## src/rtl/alu_op_sequencer.sv

```systemverilog
// Issue/capture stage around a 32-bit ripple-carry adder: launches registered
// operands, waits SETTLE_CYCLES for the carry chain, then captures sum, flags and overflow.
module alu_op_sequencer #(
  parameter int SETTLE_CYCLES = 4,
  parameter int CNT_W         = 16
) (
  input  logic             clk,
  input  logic             rst_n,
  input  logic             in_valid,
  output logic             in_ready,
  input  logic [31:0]      in_a,
  input  logic [31:0]      in_b,
  input  logic [3:0]       in_func,
  output logic [31:0]      alu_a,
  output logic [31:0]      alu_b,
  output logic [3:0]       alu_f,
  input  logic [31:0]      alu_s,
  input  logic             alu_c,
  input  logic             alu_zero,
  input  logic             alu_neg,
  output logic             out_valid,
  input  logic             out_ready,
  output logic [31:0]      out_result,
  output logic             out_carry,
  output logic             out_zero,
  output logic             out_neg,
  output logic             out_ovf,
  output logic [CNT_W-1:0] op_count,
  output logic [1:0]       dbg_state
);

  typedef enum logic [1:0] {S_IDLE = 2'd0, S_SETTLE = 2'd1, S_HOLD = 2'd2} state_t;

  localparam logic [3:0] LP_SETTLE = 4'(SETTLE_CYCLES);

  // Handshakes: a transfer happens on a rising edge where valid && ready are
  // both high; the sender holds its payload stable until that edge.

  state_t             r_state;
  state_t             w_next_state;
  logic [3:0]         r_cnt;
  logic [31:0]        r_alu_a;
  logic [31:0]        r_alu_b;
  logic [3:0]         r_alu_f;
  logic               r_out_valid;
  logic [31:0]        r_out_result;
  logic               r_out_carry;
  logic               r_out_zero;
  logic               r_out_neg;
  logic               r_out_ovf;
  logic [CNT_W-1:0]   r_op_count;

  logic               w_accept;
  logic               w_capture;
  logic               w_handoff;
  logic               w_amod_msb;
  logic               w_bmod_msb;
  logic               w_arith;
  logic               w_ovf;

  assign w_accept  = (r_state == S_IDLE) && in_valid;
  assign w_capture = (r_state == S_SETTLE) && (r_cnt == 4'd1);
  assign w_handoff = (r_state == S_HOLD) && r_out_valid && out_ready;

  // Overflow is judged on the operands the adder actually sums, not on raw A/B.
  assign w_arith    = r_alu_f[2];
  assign w_amod_msb = r_alu_f[1] ? 1'b0 : r_alu_a[31];
  assign w_bmod_msb = r_alu_b[31] ^ (r_alu_f[0] ^ r_alu_f[1]);
  assign w_ovf      = w_arith && (w_amod_msb == w_bmod_msb) && (alu_s[31] != w_amod_msb);

  always_ff @(posedge clk or negedge rst_n) begin
    if (!rst_n) r_state <= S_IDLE;
    else        r_state <= w_next_state;
  end

  always_comb begin
    w_next_state = r_state;
    case (r_state)
      S_IDLE:   if (w_accept)  w_next_state = S_SETTLE;
      S_SETTLE: if (w_capture) w_next_state = S_HOLD;
      S_HOLD:   if (w_handoff) w_next_state = S_IDLE;
      default:                 w_next_state = S_IDLE;
    endcase
  end

  always_ff @(posedge clk or negedge rst_n) begin
    if (!rst_n) begin
      r_cnt        <= 4'd0;
      r_alu_a      <= 32'd0;
      r_alu_b      <= 32'd0;
      r_alu_f      <= 4'd0;
      r_out_valid  <= 1'b0;
      r_out_result <= 32'd0;
      r_out_carry  <= 1'b0;
      r_out_zero   <= 1'b0;
      r_out_neg    <= 1'b0;
      r_out_ovf    <= 1'b0;
      r_op_count   <= '0;
    end else begin
      if (w_accept) begin
        r_alu_a <= in_a;
        r_alu_b <= in_b;
        r_alu_f <= in_func;
        r_cnt   <= LP_SETTLE;
      end else if (r_state == S_SETTLE) begin
        r_cnt <= r_cnt - 4'd1;
      end
      if (w_capture) begin
        r_out_valid  <= 1'b1;
        r_out_result <= alu_s;
        r_out_carry  <= w_arith && alu_c;
        r_out_zero   <= alu_zero;
        r_out_neg    <= alu_neg;
        r_out_ovf    <= w_ovf;
      end else if (w_handoff) begin
        r_out_valid <= 1'b0;
        r_op_count  <= r_op_count + CNT_W'(1);
      end
    end
  end

  // Gated by rst_n so the upstream never sees ready while reset is held.
  assign in_ready   = (r_state == S_IDLE) && rst_n;
  assign alu_a      = r_alu_a;
  assign alu_b      = r_alu_b;
  assign alu_f      = r_alu_f;
  assign out_valid  = r_out_valid;
  assign out_result = r_out_result;
  assign out_carry  = r_out_carry;
  assign out_zero   = r_out_zero;
  assign out_neg    = r_out_neg;
  assign out_ovf    = r_out_ovf;
  assign op_count   = r_op_count;
  assign dbg_state  = r_state;

endmodule

```

## config.mk

```make
export PLATFORM = sky130hd
export DESIGN_NAME = alu_op_sequencer
export DESIGN_NICKNAME = d
export VERILOG_FILES = /design/src/rtl/alu_op_sequencer.sv
export SDC_FILE = /design/constraint.sdc
export NUM_CORES = 1
export LEC_CHECK = 0
export CAP_MARGIN = 20
export CORE_MARGIN = 4
export CORE_UTILIZATION = 37
export DETAILED_ROUTE_END_ITERATION = 10
export HOLD_SLACK_MARGIN = 0.08
export PLACE_DENSITY_LB_ADDON = 0.12
export SYNTH_ARGS = -nofsm -noshare
export SYNTH_HDL_FRONTEND = slang
export SYNTH_SLANG_ARGS = --single-unit
```

## constraint.sdc

```tcl
create_clock -name clk -period 1.5 [get_ports clk]
set_input_delay 0.225 -clock clk [delete_from_list [all_inputs] [get_ports clk]]
set_output_delay 0.225 -clock clk [all_outputs]
set_load 0.03 [all_outputs]
```

==> impl_metrics.csv <==
group,metric,value,unit
drt,ant_nets,0,
floorplan,rows,42,
placed_design,gp_congestion,0.777,
synthesis,synth.avg_cell_area,10.7,um^2
sta,worstMarginPinSlew,701,ps
global_route,grt_usage,18.2,%
global_route,first_global_vias,4298,
sta,slew-limit-headroom,53.3,%
clocking,cts.sinks,127,
power_and_ir_drop,leakage,0.00411,uW
floorplan,dieHeight,124,um
floorplan,start_util,37.7,%
synthesis,syn-cell-area,0.00498,mm^2
run_status,violations,"negative setup slack",
drt,viasPerCell,4.56,
global_route,gr-total-overflow,0,
power_and_ir_drop,powerDensity,2140,mW/mm^2
setup_path,critPathKind,"flop to flop",
setup_path,crit_slowest_cell,"dfrtp_2",
sta,finClkSkew,5.98,ps
drt,postRouteWirelength,13700,um
clocking,cts_tree,"built",
clocking,clockBufferDepth,2,
setup_path,worstPathRequired,1780,ps
drt,vias,4140,
drt,first_iter_violations,228,
floorplan,dieArea,0.0154,mm^2
run_status,outcome,"finished with violations",
clocking,clk_pin_slew,60,ps
global_route,grt_max_degree,128,
power_and_ir_drop,max-vdd-ir-drop,1.06,mV
synthesis,async_reset_ff_share,100,%
sta,rsz0062_at_grt,"true",
cells_and_area,layout-drive-gt1-share,10.1,%
floorplan,coreArea,0.0132,mm^2
synthesis,ys_seq_area_share,63.9,%
setup_path,worstSetupStartpointType,"flop",
cells_and_area,fin_util,61.6,%
global_route,met1_usage,21.0,%
cells_and_area,n_antenna_cell,0,
placed_design,dpl.hpwl,9720,um
synthesis,synthCells,467,
clocking,htree_levels,4,
cells_and_area,area_growth,63.3,%
clocking,root_buffer,"clkbuf_16",
global_route,met3_usage,9.76,%
min_path,hold_class,"primary input to flop",
floorplan,ios,231,
sta,fin_crit_sh,105,%
synthesis,synthTopCellsByArea,"dfrtp_1 64%, nand2_1 17%, mux2_1 7.7%",
synthesis,yosysWarnings,0,
global_route,grt_util_met2,28.4,%
synthesis,synth_top_cell_area_share,63.9,%
sta,setup_ws,-76.7,ps
synthesis,ys_ff_latch,127,
clocking,numCtsBuffers,17,
synthesis,synth_largest_area_cell,"dfrtp_1",
drt,route.detailed.drc,0,
drt,wl_per_cell,15.1,um
cells_and_area,finalNetCount,829,
sta,hold_viol,0,
floorplan,die_w,124,um
placed_design,dp_cells,871,
clocking,clock_latency,410,ps
global_route,antenna_found_initial,0,
synthesis,synth_edf_count,0,
flow_run,cap_violations,0,
cells_and_area,instances_no_fill,907,
synthesis,synth_top_flop_cell,"dfrtp_1",
placed_design,port_buffers,230,
sta,finalSetupViolCount,35,
sta,drv_slew,0,
global_route,grt-busiest-layer,"met2",
setup_path,worstPathCellList,"buf_4, and2b_1, nand2_2, buf_12, mux2_1",
sta,finalCriticalPeriod,1580,ps
setup_path,worst_path_largest_cell_delay,440,ps
setup_path,critPathArrivalTime,1860,ps
setup_path,end_kind,"flop",
drt,firstDrtPassIters,4,
synthesis,synth_cell_types,31,
global_route,grt_pass1_wl,21400,um
sta,fmax,634,MHz
synthesis,syn-num-nets,577,
setup_path,path_max_fanout,36,
[placed cells by master, fill, tap and decap left out, drive strengths merged]
cell type and n:
a21oi 3, and2 3, and2b 1, and3 4, and4 2, and4b 1
buf 23, bufinv 2, clkbuf 28, clkdlybuf4s15 9, clkdlybuf4s50 105, clkinv 5
dfrtp 127, dlygate4sd2 110, dlygate4sd3 1, ha 3, inv 3, mux2 34
nand2 220, nand2b 1, nand3 8, nand3b 1, nand4 2, nand4b 1
nor2 4, nor3 2, nor3b 1, nor4 1, o21ai 8, or3b 1
or4 1, xnor2 13, xor2 3
[registers in the layout, indices dropped and copies added (netlist names), 2 cells and up]
signal      flops
r_cnt           4
alu_b          32
alu_f           4
out_result     32
alu_a          32
dbg_state       2
op_count       16
[per-layer routing]
layer / vias up / part of all wire, % / routed length (um)
met5: - / 0 / 0
met4: 0 / 1.9 / 255
met3: 22 / 13 / 1720
met2: 175 / 46 / 6260
met1: 1947 / 40 / 5480
li1: 1996 / - / -
[cells by family after synthesis]
family / Yosys count / share of synthesized area, %
XOR/XNOR: 16 / 2.82
multiplexers: 34 / 7.69
buffers and inverters: 22 / 2.04
AO/OA/AOI/OAI: 11 / 1.11
adder cells (fa/ha/maj): 3 / 0.754
AND/OR/NAND/NOR: 254 / 21.7
flip-flops: 127 / 63.9
[per-stage QoR]
step                hold slack, ps  setup TNS [ps]  power (uW)  setup WS [ps]  cell area (um^2)
floorplan                    -70.6            -151       10400          -30.1              5000
global placement               404            -680       14300           -117              7610
detailed placement             409           -2100       14500           -144              7610
CTS                            323           -1880       17600          -87.7              8080
global route                   331           -5190       18500           -153              8130
finish                         338           -2080       17400          -76.7              8130
[cell usage after synthesis (2+ instances only)]
master,n
a21oi_1,3
and2_1,3
and3_1,4
and4_1,2
buf_2,6
clkbuf_1,11
dfrtp_1,127
ha_1,3
inv_1,3
mux2_1,34
nand2_1,220
nand3_1,8
nand4_1,2
nor2_1,4
o21ai_0,5
o21ai_1,3
xnor2_1,13
xor2_1,3
[cell type report]
| type | count | area, um^2 |
|---|---|---|
| timing repair buffer | 252 | 2400 |
| sequential | 127 | 3190 |
| clock buffer | 24 | 482 |
| tap | 176 | 220 |
| fill | 1124 | 5060 |
| clock inverter | 7 | 85.1 |
| multi-input combinational | 318 | 1750 |
| inverter | 3 | 11.3 |
[what timing repair did]
| action | 4_1_cts | 5_1_grt |
|---|---|---|
| cloned | 0 | 1 |
| setup endpoints to repair | 159 | 77 |
| endpoints found under the hold margin | 127 | 0 |
| hold buffers | 1 | 0 |
| resized for setup | 133 | 22 |
| setup buffers | 4 | 0 |
| pin swaps | 3 | 4 |
[worst max-delay path: cells and delay by family (launching register included)]
kind	cells	cell delay, ps
DFF	1	440
muxes	1	350
and+or+nand+nor	2	290
buffers and inverters	2	360
[path summary, 6_finish.rpt]
kind                               from              to  slack, ps  depth (start not counted)
hold reg to reg               alu_b[28]       alu_b[28]        460                          2
hold / removal                  in_a[8]        alu_a[8]        340                          3
min in group asynchronous         rst_n    op_count[12]        460                          3
max in group asynchronous         rst_n       alu_b[22]        490                          3
setup reg to reg           dbg_state[0]  out_result[17]        -80                          5
setup / recovery           dbg_state[0]  out_result[17]        -80                          5
[power by group]
group          switching [uW]  internal, uW  total [uW]
sequential                792          4900        5690
clock                    1400          2550        3960
combinational            4980          2800        7780
total                    7180         10300       17400
Power figures use the tool's default switching activity.
